[src/rtl/gray_position_decoder.sv]
// Synchronises an asynchronous Gray (or plain binary) position bus, decodes it,
// and turns each change into up/down steps, a wrapping position count and a sticky jump error.
//
//   state   | meaning
//   S_INIT  | reload reference value, no events (after reset, clear or mode switch)
//   S_TRACK | classify each change as +1, -1 or illegal jump
//   S_FAULT | illegal jump seen; output keeps tracking, counting frozen until clear
module gray_position_decoder #(
  parameter int WIDTH       = 3,
  parameter int SYNC_STAGES = 2,
  parameter int COUNT_W     = 8
) (
  input  logic               clk,
  input  logic               rst_n,
  input  logic [WIDTH-1:0]   gray_in,
  input  logic               select,
  input  logic               clear,
  output logic [WIDTH-1:0]   binary_out,
  output logic               step_valid,
  output logic               dir,
  output logic [COUNT_W-1:0] pos_count,
  output logic               step_err
);

  typedef enum logic [1:0] {
    S_INIT  = 2'd0,
    S_TRACK = 2'd1,
    S_FAULT = 2'd2
  } state_t;

  logic [WIDTH-1:0]       r_gray_sync [SYNC_STAGES];
  logic [SYNC_STAGES-1:0] r_sel_sync;
  state_t                 r_state;
  logic                   r_ss_prev;
  logic [WIDTH-1:0]       r_binary;
  logic                   r_step_valid;
  logic                   r_dir;
  logic [COUNT_W-1:0]     r_count;
  logic                   r_err;

  logic [WIDTH-1:0]   w_gs;
  logic               w_ss;
  logic [WIDTH-1:0]   w_gray_bin;
  logic [WIDTH-1:0]   w_d;
  logic [WIDTH-1:0]   w_delta;
  state_t             w_state_nxt;
  logic               w_valid_nxt;
  logic               w_dir_nxt;
  logic [COUNT_W-1:0] w_count_nxt;
  logic               w_err_nxt;

  always_ff @(posedge clk or negedge rst_n) begin
    if (!rst_n) begin
      for (int i = 0; i < SYNC_STAGES; i++) r_gray_sync[i] <= '0;
      r_sel_sync <= '0;
    end else begin
      r_gray_sync[0] <= gray_in;
      for (int i = 1; i < SYNC_STAGES; i++) r_gray_sync[i] <= r_gray_sync[i-1];
      r_sel_sync <= {r_sel_sync[SYNC_STAGES-2:0], select};
    end
  end

  assign w_gs = r_gray_sync[SYNC_STAGES-1];
  assign w_ss = r_sel_sync[SYNC_STAGES-1];

  // Each binary bit is the XOR of all Gray bits at and above it.
  always_comb begin
    w_gray_bin = '0;
    for (int i = 0; i < WIDTH; i++) w_gray_bin[i] = ^(w_gs >> i);
  end

  assign w_d     = w_ss ? w_gray_bin : w_gs;
  assign w_delta = w_d - r_binary;

  always_ff @(posedge clk or negedge rst_n) begin
    if (!rst_n) begin
      r_state      <= S_INIT;
      r_ss_prev    <= 1'b0;
      r_binary     <= '0;
      r_step_valid <= 1'b0;
      r_dir        <= 1'b0;
      r_count      <= '0;
      r_err        <= 1'b0;
    end else begin
      r_state      <= w_state_nxt;
      r_ss_prev    <= w_ss;
      r_binary     <= w_d;
      r_step_valid <= w_valid_nxt;
      r_dir        <= w_dir_nxt;
      r_count      <= w_count_nxt;
      r_err        <= w_err_nxt;
    end
  end

  // Clear outranks a mode switch, which outranks normal step classification.
  always_comb begin
    w_state_nxt = r_state;
    w_valid_nxt = 1'b0;
    w_dir_nxt   = r_dir;
    w_count_nxt = r_count;
    w_err_nxt   = r_err;
    if (clear) begin
      w_state_nxt = S_INIT;
      w_count_nxt = '0;
      w_err_nxt   = 1'b0;
    end else if (w_ss != r_ss_prev) begin
      w_state_nxt = S_INIT;
    end else begin
      case (r_state)
        S_INIT:  w_state_nxt = S_TRACK;
        S_TRACK: begin
          if (w_delta == WIDTH'(1)) begin
            w_valid_nxt = 1'b1;
            w_dir_nxt   = 1'b1;
            w_count_nxt = r_count + COUNT_W'(1);
          end else if (w_delta == {WIDTH{1'b1}}) begin
            w_valid_nxt = 1'b1;
            w_dir_nxt   = 1'b0;
            w_count_nxt = r_count - COUNT_W'(1);
          end else if (w_delta != '0) begin
            w_err_nxt   = 1'b1;
            w_state_nxt = S_FAULT;
          end
        end
        S_FAULT: w_state_nxt = S_FAULT;
        default: w_state_nxt = S_INIT;
      endcase
    end
  end

  assign binary_out = r_binary;
  assign step_valid = r_step_valid;
  assign dir        = r_dir;
  assign pos_count  = r_count;
  assign step_err   = r_err;

endmodule

[config.mk]
export PLATFORM = sky130hd
export DESIGN_NAME = gray_position_decoder
export DESIGN_NICKNAME = d
export VERILOG_FILES = /design/src/rtl/gray_position_decoder.sv
export SDC_FILE = /design/constraint.sdc
export NUM_CORES = 1
export LEC_CHECK = 0
export CAP_MARGIN = 40
export CELL_PAD_IN_SITES_DETAIL_PLACEMENT = 0
export CELL_PAD_IN_SITES_GLOBAL_PLACEMENT = 1
export CORE_UTILIZATION = 41
export DETAILED_ROUTE_END_ITERATION = 10
export PLACE_DENSITY_LB_ADDON = 0.1
export SLEW_MARGIN = 20
export SYNTH_ARGS = -nofsm -noshare
export SYNTH_HDL_FRONTEND = slang
export SYNTH_SLANG_ARGS = --single-unit
export TNS_END_PERCENT = 100
[constraint.sdc]
create_clock -name clk -period 4.3 [get_ports clk]
set_input_delay 0.86 -clock clk [delete_from_list [all_inputs] [get_ports clk]]
set_output_delay 0.86 -clock clk [all_outputs]
set_load 0.05 [all_outputs]
# Yosys cells after proc, flatten, opt, wreduce, memory -nomap -nowiden
# Index checks and enable logic that the tools add are counted.
[totals]
ff_bits = 25
input_bits = 7
elab_cells = 64
[op_classes]
add_sub_neg = 3
eq_ne = 11
mux = 25
bitwise_logic = 2
reduce_logical = 13
[ops]
columns = ["operator", "n"]
rows = [
  ["8-bit 2-to-1 mux", 5],
  ["1-bit 2-to-1 mux", 13],
  ["4-bit != test (second input constant)", 3],
  ["2-bit 2-to-1 mux", 5],
  ["3-bit XOR reduction", 3],
  ["8-bit by 1-bit adder with 8-bit output (second input constant)", 1],
  ["8-bit by 1-bit subtractor with 8-bit output (second input constant)", 1],
  ["2-bit != test (second input constant)", 3],
  ["2-bit case mux with 3 select lines", 1],
  ["3-bit AND reduction", 2],
  ["2-bit nonzero test", 3],
  ["3-bit nonzero test", 2],
  ["5-bit AND reduction", 1],
  ["4-bit AND reduction", 1],
  ["3-bit by 1-bit equality test with 1-bit output (second input constant)", 1],
  ["3-bit equality test (second input constant)", 1],
  ["3-bit 2-to-1 mux", 1],
  ["3-bit subtractor", 1],
  ["2-bit by 1-bit equality test with 1-bit output (second input constant)", 1],
  ["2-bit equality test (second input constant)", 1],
  ["2-bit logical NOT", 1],
  ["1-bit inverter", 2],
  ["1-bit != test", 1],
]

# Depth between registers and ports, before layout
# Gate-level depths: netlist of the first run.
[depth]
word_depth = 10
mapped_depth = 16
ltp_nobuf = 16

# Worst setup path before layout of the first run
# OpenSTA, ideal clock, no wires.
[synth_path]
kind = "reg2reg"
from = "reg r_gray_sync (netlist bit w_gs[1])"
to = "reg r_count[6], in the netlist pos_count[6]"
arrival_ns = 3.331
required_ns = 4.178
path_slack_ns = 0.848
stages_incl_launch_ff = 17
n_path_buf = 0
cell_sequence = "dfrtp_1 > xor2_1 > nand2_1 > xor2_1 > ha_1 > inv_1 > fa_1 > xor3_2 > nand2_1 > nor2_1 > inv_1 > ha_1 > nor2b_1 > o31a_1 > o21a_1 > or3_1 > a32o_1"
[synth_between]
elab_chain_cells = 8
word_cells_on_any_way = 12
[synth_rtl]
columns = ["element", "line_no", "source"]
rows = [
  ["start, declared", "31", "logic [WIDTH-1:0] r_gray_sync [SYNC_STAGES];"],
  ["3-bit XOR reduction", "69", "for (int i = 0; i < WIDTH; i++) w_gray_bin[i] = ^(w_gs >> i);"],
  ["3-bit 2-to-1 mux (*)", "72", "assign w_d = w_ss ? w_gray_bin : w_gs;"],
  ["3-bit subtractor (*)", "73", "assign w_delta = w_d - r_binary;"],
  ["3-bit by 1-bit equality test with 1-bit output", "112", "if (w_delta == WIDTH'(1)) begin"],
  ["8-bit 2-to-1 mux", "112", ""],
  ["8-bit 2-to-1 mux", "109", "case (r_state)"],
  ["8-bit 2-to-1 mux", "106", "end else if (w_ss != r_ss_prev) begin"],
  ["8-bit 2-to-1 mux", "102", "if (clear) begin"],
  ["end signal, assigned", "90", "r_count <= w_count_nxt;"],
  ["end, declared", "38", "logic [COUNT_W-1:0] r_count;"],
]
# Mark *: on every way between the ends. The rest lies on a longest branch, timed or not. The select of a mux whose other input is x is not followed.
# A chain may end at the register's enable or synchronous reset.

# Worst setup path after layout of the first run
[layout_path]
from = "reg r_gray_sync (netlist bit w_gs[2])"
to = "reg r_count[6], in the netlist pos_count[6]"
# The elaborated chain is that of the path after synthesis.

==> results of run 1 <==
[per-layer routing]
layer | global-route usage, % | part of all wire [%] | vias up
met1 | 21.22 | 50 | 396
met4 | 6.272 | 1.1 | 0
li1 | - | - | 429
met5 | 0 | 0 | -
met2 | 22.26 | 44 | 21
met3 | 3.628 | 4.0 | 2
[cells by family after synthesis]
kind of cell / after synthesis / share of synthesized area [%]
adders and majority gates: 11 / 12.07
and+or+nand+nor: 25 / 10.48
buffers and inverters: 13 / 3.858
xor gates and xnor gates: 9 / 7.517
muxes: 4 / 3.264
DFF: 25 / 49.46
AOI/OAI and AO/OA: 23 / 13.35
[final timing paths]
| check | cells past startpoint | to | slack [ns] |
|---|---|---|---|
| setup reg to reg | 16 | pos_count[6] | 0.58 |
| min in group asynchronous | 1 | r_state[1] | 0.85 |
| hold reg to reg | 0 | w_gs[2] | 0.37 |
| setup / recovery | 16 | pos_count[6] | 0.58 |
| max in group asynchronous | 2 | pos_count[4] | 3.01 |
| hold / removal | 0 | w_gs[2] | 0.37 |
[metrics by stage]
stage	area (sq um)	instances	utilization, %	worst slack [ns]
CTS	1562	166	55.20	0.5674
global route	1562	166	55.20	0.2730
floorplan	1265	110	-	0.8476
finish	1562	166	55.20	0.5824
global placement	1504	161	53.16	0.6592
detailed placement	1531	162	54.14	0.6012
[cell usage after synthesis]
library cell,count,area [sq um]
sky130_fd_sc_hd__dfrtp_1,25,625.6
sky130_fd_sc_hd__inv_1,13,48.80
sky130_fd_sc_hd__nor2_1,11,41.29
sky130_fd_sc_hd__ha_1,9,112.6
sky130_fd_sc_hd__o21ai_0,5,25.02
sky130_fd_sc_hd__xnor2_1,5,43.79
sky130_fd_sc_hd__nand2_1,4,15.01
sky130_fd_sc_hd__a21oi_1,3,15.01
sky130_fd_sc_hd__a22o_1,3,26.28
sky130_fd_sc_hd__mux2i_1,3,30.03
sky130_fd_sc_hd__xor2_1,3,26.28
sky130_fd_sc_hd__a21o_1,2,15.01
sky130_fd_sc_hd__a22o_2,2,20.02
sky130_fd_sc_hd__fa_1,2,40.04
sky130_fd_sc_hd__nor2b_1,2,12.51
sky130_fd_sc_hd__o21a_1,2,15.01
sky130_fd_sc_hd__a31oi_1,1,6.260
sky130_fd_sc_hd__a32o_1,1,10.01
sky130_fd_sc_hd__a32oi_1,1,8.760
sky130_fd_sc_hd__and2_2,1,7.510
sky130_fd_sc_hd__mux2_2,1,11.26
sky130_fd_sc_hd__nand2b_1,1,6.260
sky130_fd_sc_hd__nand3b_1,1,7.510
sky130_fd_sc_hd__nor2_4,1,11.26
sky130_fd_sc_hd__nor2b_4,1,13.76
sky130_fd_sc_hd__nor3_1,1,5.000
sky130_fd_sc_hd__o211a_1,1,10.01
sky130_fd_sc_hd__o31a_1,1,8.760
sky130_fd_sc_hd__o32ai_1,1,8.760
sky130_fd_sc_hd__or2_1,1,6.260
sky130_fd_sc_hd__or3_1,1,6.260
sky130_fd_sc_hd__xor3_2,1,25.02
[sequential cells by signal, indices dropped and copies added, names as in the netlist, 2 cells and up]
signal       flops
r_sel_sync       2
r_gray_sync      3
w_gs             3
r_state          2
pos_count        8
binary_out       3
[power groups by stage]
stage | Sequential, uW | Combinational, uW | Clock (uW)
after global routing | 268 | 239 | 122
after detailed placement | 270 | 217 | 0
after global placement | 268 | 213 | 0
after floorplan | 310 | 116 | 0
final | 264 | 216 | 104
after CTS | 265 | 219 | 111
[critical path, cell delays in order (launching register included)]
cell	delay (ns)
sky130_fd_sc_hd__dfrtp_1	0.45
sky130_fd_sc_hd__xor2_1	0.15
sky130_fd_sc_hd__nand2_1	0.08
sky130_fd_sc_hd__xor2_1	0.19
sky130_fd_sc_hd__ha_1	0.17
sky130_fd_sc_hd__inv_1	0.05
sky130_fd_sc_hd__fa_1	0.36
sky130_fd_sc_hd__xor3_2	0.24
sky130_fd_sc_hd__nand2_1	0.09
sky130_fd_sc_hd__nor2_1	0.17
sky130_fd_sc_hd__inv_1	0.17
sky130_fd_sc_hd__ha_1	0.36
sky130_fd_sc_hd__nor2b_1	0.16
sky130_fd_sc_hd__o31a_1	0.25
sky130_fd_sc_hd__o21a_1	0.18
sky130_fd_sc_hd__or3_1	0.31
sky130_fd_sc_hd__a32o_1	0.24
[cell type report]
| type | instances | area [sq um] |
|---|---|---|
| Inverter | 13 | 48.80 |
| Clock buffer | 3 | 22.52 |
| Multi-Input combinational cell | 72 | 590.6 |
| Sequential cell | 25 | 625.6 |
| Tap cell | 31 | 38.79 |
| Clock inverter | 1 | 7.507 |
| Fill cell | 258 | 1267 |
| Timing Repair Buffer | 21 | 227.7 |
==> metrics.md, run 1 <==
| Metric | Value |
|---|---|
| Cells after synthesis | 110 |
| Class of the most critical setup path | flop to flop |
| Effective utilization at floorplan | 44.71% |
| CTS buffer count | 3 |
| Clock skew after layout | roughly 0.0067 ns |
| Cell chosen for the clock root | sky130_fd_sc_hd__clkbuf_4 |
| Portion of total power attributed to sequential cells | 45.2% |
| Switching power summed over all nets | ~200 uW |
| Dpl hpwl | about 1700 microns |
| Max frequency | between 200 and 300 MHz |
| Power per unit of standard cell area | about 370 nW/um^2 |
| Placement row count | 19 |
| Fin crit share | 86.46% |
| Die Ht | about 58 microns |
| Violations in the final reports | design-rule violations |
| Horizontal die dimension | between 50 and 60 microns |
| Post-CTS setup buffer count | 0 |
| Sinks on Clock Net | 25 |
| Number of nets in the final layout | between 150 and 200 |
| Internal | roughly 380 uW |
| Critical path required time | 4.51 ns |
| Power Total | approximately 580 uW |
| Worst hold-check slack | 0.3659 ns |
| Syn. warnings | 0 |
| Number of nets with antenna violations after routing | 0 |
| Number of placed I/O pins | 21 |
| Average wire length per cell after detail routing | approximately 12 microns |
| Area of the die | ~3300 sq um |
| Number of antenna diodes | 0 |
| Share of final-layout standard cells stronger than drive strength 1 | about 9% |
| Hold WC Path Type | flop to flop |
| First-pass GRT wire length | about 3800 microns |
| Clock power share | between 15 and 20% |
| Leakage power total | between 0.0007 and 0.0008 uW |
| Setup TNS after final layout | 0 ns |
| Outcome | finished, violations left |
| Register area share after synthesis | about 49% |
| TritonCTS clock tree | done |
| Via total after detailed routing | around 850 |
| Clk Latency, worst-skew pair | 0.31 ns |
| Max H-tree Level | 1 |
| Mapped Avg Cell Area | between 10 and 15 sq um |
| Beginning of the worst hold path | r_gray_sync[5] |
| Data arrival time of the critical path | just under 4 ns |
| Pin count of the biggest net entering global routing | 18 |
| Reg clk slew, reported paths | approximately 0.14 ns |
| CP endpoint kind | flop |
| Hold-fix buffers, CTS | 0 |
| PortBufs | 20 |
| Initial DRT Pass Iterations | 7 |
| Remaining design rule violation count | 1 |
| Worst vdd ir | about 0.18 mV |
| Initial antenna violation count | 0 |
| Final RePlAce weighted congestion | 0.7799 |
| Max-cap check violation count | 0 |
| Via count of the first global-routing pass | between 800 and 900 |
| Most common cell after layout, fill and taps aside | sky130_fd_sc_hd__dfrtp_1 |
| Initial detailed-routing violation count | 15 |
| Switching portion of total power | 35.01% |
| Shortest period the worst path allows | roughly 3.7 ns |
| Avg Vias per Cell | 5.108 |
| Most frequent cells in the layout | 25 x sky130_fd_sc_hd__dfrtp_1, 20 x sky130_fd_sc_hd__clkdlybuf4s50_1, 13 x sky130_fd_sc_hd__inv_1 |
| Fraction of power consumed by combinational cells | 37.0% |
| Transition time at the pin with the least slew margin | ~0.50 ns |
| Max transition margin | roughly two thirds |
| Number of distinct library cells after synthesis | 32 |
| Cells resized by post-CTS repair | 0 |
| Placeable core area | approximately 2800 sq um |
| Setup crit start | w_gs[2] |
| Final max-slew violation count | 0 |
| Number of flip-flops and latches in the synthesized netlist | 25 |
| Global Route Usage Sum | approximately 15% |
| Origin of the critical flop-to-flop path | w_gs[2] |
| Net count after synthesis | about 130 |
| Final hold violations | 0 |
| Critical-path maximum fanout | 7 |
| Longest Clk Path Bufs | 2 |
| Area Overhead vs Synth | 23.44% |
| GRT overflow | 0 |
| Final-report setup violation count | 0 |
| RSZ-0062 raised after global routing | no |
| Startpoint class of the critical path | flop |
| Post-synth design cell area | 1265 sq um |
| Sum of routed wire length over all layers | between 2000 and 2500 microns |
Power figures use the tool's default switching activity.
==> inputs of run 2 (changes only) <==
--- a/config.mk
+++ b/config.mk
@@ -5,7 +5,7 @@
 export SDC_FILE = /design/constraint.sdc
 export NUM_CORES = 1
 export LEC_CHECK = 0
-export CAP_MARGIN = 40
+export CAP_MARGIN = 20
 export CELL_PAD_IN_SITES_DETAIL_PLACEMENT = 0
 export CELL_PAD_IN_SITES_GLOBAL_PLACEMENT = 1
 export CORE_UTILIZATION = 41
==> run 2 against run 1 <==
  * The flow still finishes with violations (design-rule violations)
  * Final area fell by 2.1%
  * Maximum frequency rose by 0.70%
  * Count of clock-buffer cells in the layout did not move
  * Worst hold slack barely moved
  * Total power barely moved
  * Via count fell by 2.2%
  * Global-route usage fell by 0.20 points
  * Non-clock buffer count fell by 1
  * Die area did not move
  * Sequential power barely moved
  * First-iteration DRC count fell by 53%
  * Sequential share of layout area rose by 0.85 points
  * Largest power group unchanged
==> metrics.md, run 2 (synthesized netlist as in run 1, its figures left out) <==
| Metric | Value |
|---|---|
| Critical path required time | 4.53 ns (was 4.51 ns) |
| Placeable core area | 2829 sq um (unchanged) |
| Longest Clk Path Bufs | 2 (unchanged) |
| Amount of wire on met2 after detailed routing | 916 microns (was 903 microns) |
| CTS buffer count | 3 (unchanged) |
| Initial DRT Pass Iterations | 7 (unchanged) |
| TritonCTS clock tree | done (unchanged) |
| Startpoint class of the critical path | flop (unchanged) |
| GRT overflow | 0 (unchanged) |
| Dpl hpwl | 1612 microns (was 1656 microns) |
| Initial antenna violation count | 0 (unchanged) |
| Max reg flops | 8 (unchanged) |
| Worst vdd ir | 0.1967 mV (was 0.1768 mV) |
| Share of final-layout standard cells stronger than drive strength 1 | 8.955% (was 8.889%) |
| Worst Path Buf+Inv | 2 (unchanged) |
| Final hold violations | 0 (unchanged) |
| Largest delay contributor family on the critical path | adder cells (unchanged) |
| Clk Latency, worst-skew pair | 0.32 ns (was 0.31 ns) |
| Placement row count | 19 (unchanged) |
| CP endpoint kind | flop (unchanged) |
| Area of the die | 3311 sq um (unchanged) |
| Shortest period the worst path allows | 3.692 ns (was 3.718 ns) |
| CP max-delay cell | sky130_fd_sc_hd__dfrtp_1 (unchanged) |
| Post-Place Cells | 161 (was 162) |
| Class of the most critical setup path | flop to flop (unchanged) |
| Effective utilization at floorplan | 44.71% (unchanged) |
| Number of nets in the final layout | 153 (was 154) |
| Reg clk slew, reported paths | 0.14 ns (about the same) |
| Initial detailed-routing violation count | 7 (was 15) |
| Outcome | finished, violations left (unchanged) |
| Met3 routed wirelength | 68 microns (was 82 microns) |
| Sum of routed wire length over all layers | 2055 microns (was 2032 microns) |
| First-pass GRT wire length | 3698 microns (was 3753 microns) |
| Most common cell after layout, fill and taps aside | sky130_fd_sc_hd__dfrtp_1 (unchanged) |
| Leakage power total | 0.0007006 uW (was 0.0007133 uW) |
| Final RePlAce weighted congestion | 0.7799 (unchanged) |
| Hold WC Path Type | flop to flop (unchanged) |
| Area Overhead vs Synth | 20.87% (was 23.44%) |
| PortBufs | 20 (unchanged) |
| Number of antenna diodes | 0 (unchanged) |
| Final max-slew violation count | 0 (unchanged) |
| Fin crit share | 85.86% (was 86.46%) |
| Via total after detailed routing | 829 (was 848) |
| Core utilization of the finished layout | 54.05% (was 55.20%) |
| Post-CTS setup buffer count | 0 (unchanged) |
| Pin count of the biggest net entering global routing | 26 (was 18) |
| Cell chosen for the clock root | sky130_fd_sc_hd__clkbuf_4 (unchanged) |
| Horizontal die dimension | 57.55 microns (unchanged) |
| Setup TNS after final layout | 0 ns (unchanged) |
| Number of nets with antenna violations after routing | 0 (unchanged) |
| Global Route Usage Sum | 14.85% (was 15.05%) |
| Non-Filler Instances | 165 (was 166) |
| Max transition margin | 65.06% (was 66.58%) |
| Final-report setup violation count | 0 (unchanged) |
| Cells resized by post-CTS repair | 0 (unchanged) |
| Sinks on Clock Net | 25 (unchanged) |
| Top routing layer used | met4 (unchanged) |
| Data arrival time of the critical path | 3.92 ns (was 3.93 ns) |
| Violations in the final reports | design-rule violations (unchanged) |
| Transition time at the pin with the least slew margin | 0.5241 ns (was 0.4997 ns) |
| Max frequency | 270.9 MHz (was 269.0 MHz) |
| Max-cap check violation count | 0 (unchanged) |
| Average wire length per cell after detail routing | 12.45 microns (was 12.24 microns) |
| Most frequent cells in the layout | 25 x sky130_fd_sc_hd__dfrtp_1, 19 x sky130_fd_sc_hd__clkdlybuf4s50_1, 13 x sky130_fd_sc_hd__inv_1 (was 25 x sky130_fd_sc_hd__dfrtp_1, 20 x sky130_fd_sc_hd__clkdlybuf4s50_1, 13 x sky130_fd_sc_hd__inv_1) |
| RSZ-0062 raised after global routing | no (unchanged) |
| Cells along the critical path | xor2_1 -> nand2_1 -> xor2_1 -> ha_1 -> inv_1 -> fa_1 -> xor3_2 -> nand2_1 -> nor2_1 -> inv_1 -> ha_1 -> nor2b_1 -> o31a_1 -> o21a_1 -> or3_1 -> a32o_1 (unchanged) |
| Met1 Wirelength | 1040 microns (was 1022 microns) |
| Via count of the first global-routing pass | 850 (was 837) |
| Avg Vias per Cell | 5.024 (was 5.108) |
| Clock skew after layout | 0.001206 ns (was 0.006693 ns) |
| Delay of the slowest critical-path stage | 0.45 ns (about the same) |
| Remaining design rule violation count | 1 (unchanged) |
| Number of placed I/O pins | 21 (unchanged) |
| Max H-tree Level | 1 (unchanged) |
| Die Ht | 57.55 microns (unchanged) |
| Power per unit of standard cell area | 382.2 nW/um^2 (was 374.4 nW/um^2) |
| Critical-path maximum fanout | 7 (unchanged) |
| Hold-fix buffers, CTS | 0 (unchanged) |
## run 2: cell types whose count changed in the layout (fill, tap and decap cells not counted)
cell	previous run	this run
sky130_fd_sc_hd__buf_2	0	1
sky130_fd_sc_hd__clkdlybuf4s50_1	20	19
sky130_fd_sc_hd__buf_16	1	0
## run 2: worst paths after layout
path                       slack, ns           start  cells past startpoint             to
hold / removal                  0.37  r_gray_sync[5]                      0        w_gs[2]
min in group asynchronous       0.49           rst_n                      1  binary_out[1]
hold reg to reg                 0.37  r_gray_sync[5]                      0        w_gs[2]
setup / recovery                0.61         w_gs[2]                     16   pos_count[6]
max in group asynchronous       3.46           rst_n                      1        w_gs[1]
setup reg to reg                0.61         w_gs[2]                     16   pos_count[6]
## run 2: layer usage
metal  up-vias  GRT usage, %
met5         -             0
met4         0         6.272
met3         4         3.628
met2        18         22.59
met1       385         20.30
li1        422             -
## run 2: metrics by stage
stage / setup slack, ns / cell area [sq um] / hold slack [ns] / power (uW)
final: 0.6081 / 1529 / 0.3655 / 584.3
after global routing: 0.3449 / 1529 / 0.3803 / 624.5
after CTS: 0.5839 / 1534 / 0.3688 / 592.7
after detailed placement: 0.6149 / 1504 / 0.3365 / 483.5
after global placement: 0.6592 / 1504 / 0.3311 / 480.6
after floorplan: 0.8476 / 1265 / 0.3312 / 425.2
## run 2: layout make-up
| class | instances | area [sq um] |
|---|---|---|
| fill | 274 | 1300 |
| sequential | 25 | 625.6 |
| multi-input combinational | 72 | 590.6 |
| timing repair buffer | 20 | 195.2 |
| inverter | 13 | 48.80 |
| tap | 31 | 38.79 |
| clock buffer | 3 | 22.52 |
| clock inverter | 1 | 7.507 |
## run 2: power by group
group	total, uW	leakage [uW]	internal (uW)	switching, uW
combinational	212	0.000369	88.5	124
sequential	265	0.000318	253	11.7
clock	108	0.0000139	35.5	72.0
==> inputs of run 3 (changes only) <==
--- a/config.mk
+++ b/config.mk
@@ -8,6 +8,7 @@
 export CAP_MARGIN = 20
 export CELL_PAD_IN_SITES_DETAIL_PLACEMENT = 0
 export CELL_PAD_IN_SITES_GLOBAL_PLACEMENT = 1
+export CORE_MARGIN = 10
 export CORE_UTILIZATION = 41
 export DETAILED_ROUTE_END_ITERATION = 10
 export PLACE_DENSITY_LB_ADDON = 0.1
==> run 3 against run 2 <==
  * The run now ends clean
  * Wire length increased by 13%
  * Maximum frequency decreased by 1.1%
  * Largest power group unchanged
  * Total power increased by 1.7%
  * Die area increased by 72%
  * Sequential share of layout area decreased by 0.43 points
==> metrics.md, run 3 (synthesized netlist as in run 1, its figures left out) <==
| Metric | Value |
|---|---|
| Placement row count | 20 (was 19) |
| Worst Path Buf+Inv | 2 (unchanged) |
| Hold-fix buffers, CTS | 0 (unchanged) |
| Setup TNS after final layout | 0 ns (unchanged) |
| Pin count of the biggest net entering global routing | 20 (was 26) |
| TritonCTS clock tree | done (unchanged) |
| Number of nets in the final layout | 154 (was 153) |
| Sinks on Clock Net | 25 (unchanged) |
| Transition time at the pin with the least slew margin | 0.8134 ns (was 0.5241 ns) |
| Number of nets with antenna violations after routing | 0 (unchanged) |
| Post-layout worst setup margin | 0.5662 ns (was 0.6081 ns) |
| Shortest period the worst path allows | 3.734 ns (was 3.692 ns) |
| Non-Filler Instances | 168 (was 165) |
| Worst vdd ir | 0.2165 mV (was 0.1967 mV) |
| Max frequency | 267.8 MHz (was 270.9 MHz) |
| Cells along the critical path | xor2_1 -> nand2_1 -> xor2_1 -> ha_1 -> inv_1 -> fa_1 -> xor3_2 -> nand2_1 -> nor2_1 -> inv_1 -> ha_1 -> nor2b_1 -> o31a_1 -> o21a_1 -> or3_1 -> a32o_1 (unchanged) |
| GRT overflow | 0 (unchanged) |
| Number of antenna diodes | 0 (unchanged) |
| Multi-input logic area | 590.6 sq um (unchanged) |
| Initial DRT Pass Iterations | 3 (was 7) |
| Effective utilization at floorplan | 42.12% (was 44.71%) |
| Max transition margin | 45.61% (was 65.06%) |
| CTS buffer count | 3 (unchanged) |
| Post-CTS setup buffer count | 0 (unchanged) |
| Final hold violations | 0 (unchanged) |
| Final max-slew violation count | 0 (unchanged) |
| Leakage power total | 0.0007098 uW (was 0.0007006 uW) |
| Outcome | finished, final reports clean (was finished, violations left) |
| Startpoint class of the critical path | flop (unchanged) |
| Most common cell after layout, fill and taps aside | sky130_fd_sc_hd__dfrtp_1 (unchanged) |
| Sequential cell area | 625.6 sq um (unchanged) |
| Placeable core area | 3003 sq um (was 2829 sq um) |
| Power Total | 594.4 uW (was 584.3 uW) |
| Max reg flops | 8 (unchanged) |
| Final-report setup violation count | 0 (unchanged) |
| Clock skew after layout | 0.003879 ns (was 0.001206 ns) |
| Number of placed I/O pins | 21 (unchanged) |
| Average wire length per cell after detail routing | 13.79 microns (was 12.45 microns) |
| Largest delay contributor family on the critical path | adder cells (unchanged) |
| Post-Place Cells | 164 (was 161) |
| CP endpoint kind | flop (unchanged) |
| Avg Vias per Cell | 4.970 (was 5.024) |
| Area Overhead vs Synth | 22.16% (was 20.87%) |
| Most frequent cells in the layout | 25 x sky130_fd_sc_hd__dfrtp_1, 20 x sky130_fd_sc_hd__clkdlybuf4s50_1, 13 x sky130_fd_sc_hd__inv_1 (was 25 x sky130_fd_sc_hd__dfrtp_1, 19 x sky130_fd_sc_hd__clkdlybuf4s50_1, 13 x sky130_fd_sc_hd__inv_1) |
| Class of the most critical setup path | flop to flop (unchanged) |
| Reg clk slew, reported paths | 0.15 ns (was 0.14 ns) |
| Global Route Usage Sum | 8.835% (was 14.85%) |
| Cells resized by post-CTS repair | 0 (unchanged) |
| Cell chosen for the clock root | sky130_fd_sc_hd__clkbuf_4 (unchanged) |
| First-pass GRT wire length | 3981 microns (was 3698 microns) |
| Worst setup timing slack at the placement stage | 0.5574 ns (was 0.6149 ns) |
| Via total after detailed routing | 835 (was 829) |
| Clk Latency, worst-skew pair | 0.32 ns (about the same) |
| Via count of the first global-routing pass | 872 (was 850) |
| Fillers | 276 (was 274) |
| Horizontal die dimension | 75.55 microns (was 57.55 microns) |
| Die Ht | 75.55 microns (was 57.55 microns) |
| Final RePlAce weighted congestion | 0.7996 (was 0.7799) |
| Max-cap check violation count | 0 (unchanged) |
| Fin crit share | 86.83% (was 85.86%) |
| Share of final-layout standard cells stronger than drive strength 1 | 8.889% (was 8.955%) |
| CP max-delay cell | sky130_fd_sc_hd__dfrtp_1 (unchanged) |
| PortBufs | 20 (unchanged) |
| Delay of the slowest critical-path stage | 0.45 ns (about the same) |
| Longest Clk Path Bufs | 2 (unchanged) |
| Data arrival time of the critical path | 3.97 ns (was 3.92 ns) |
| Sum of routed wire length over all layers | 2317 microns (was 2055 microns) |
| Critical-path maximum fanout | 7 (unchanged) |
| Remaining design rule violation count | 0 (was 1) |
| Initial detailed-routing violation count | 12 (was 7) |
| RSZ-0062 raised after global routing | no (unchanged) |
| Hold WC Path Type | flop to flop (unchanged) |
| Area of the die | 5707 sq um (was 3311 sq um) |
| Power per unit of standard cell area | 384.6 nW/um^2 (was 382.2 nW/um^2) |
| Max H-tree Level | 1 (unchanged) |
| Initial antenna violation count | 0 (unchanged) |
| Dpl hpwl | 1831 microns (was 1612 microns) |
| Critical path required time | 4.54 ns (was 4.53 ns) |
-- run 3: where the power goes --
group / internal, uW / switching [uW]
Clock: 37.9 / 76.7
Sequential: 253 / 10.8
Combinational: 89.8 / 126
-- run 3: through the flow --
step | cell area (sq um) | hold slack [ns] | utilization, %
global placement | 1514 | 0.3352 | 50.42
floorplan | 1265 | 0.3312 | -
detailed placement | 1514 | 0.3363 | 50.42
global route | 1545 | 0.3774 | 51.46
finish | 1545 | 0.3684 | 51.46
CTS | 1545 | 0.3715 | 51.46
-- run 3: cell type report --
| cell class | count | share of cell area (%) |
|---|---|---|
| clock buffer | 3 | 1.457 |
| clock inverter | 1 | 0.5668 |
| inverter | 13 | 3.158 |
| multi-input combinational | 72 | 38.22 |
| sequential | 25 | 40.49 |
| tap | 33 | 2.672 |
| timing repair buffer | 21 | 13.44 |
-- run 3: path summary, 6_finish.rpt --
| kind | start | end | slack (ns) | depth (start not counted) |
|---|---|---|---|---|
| setup / recovery | w_gs[2] | pos_count[6] | 0.57 | 16 |
| hold / removal | r_sel_sync[0] | r_sel_sync[1] | 0.37 | 0 |
| setup reg to reg | w_gs[2] | pos_count[6] | 0.57 | 16 |
| hold reg to reg | r_sel_sync[0] | r_sel_sync[1] | 0.37 | 0 |
| max in group asynchronous | rst_n | pos_count[1] | 2.70 | 2 |
| min in group asynchronous | rst_n | binary_out[2] | 0.98 | 1 |
-- run 3: routing by layer --
metal  part of all wire, %  wire length (microns)  track usage [%]
met1                    45                   1054            10.78
met2                    48                   1103            13.98
met3                   6.2                    143            3.255
met4                  0.60                     14            3.093
met5                     0                      0                0
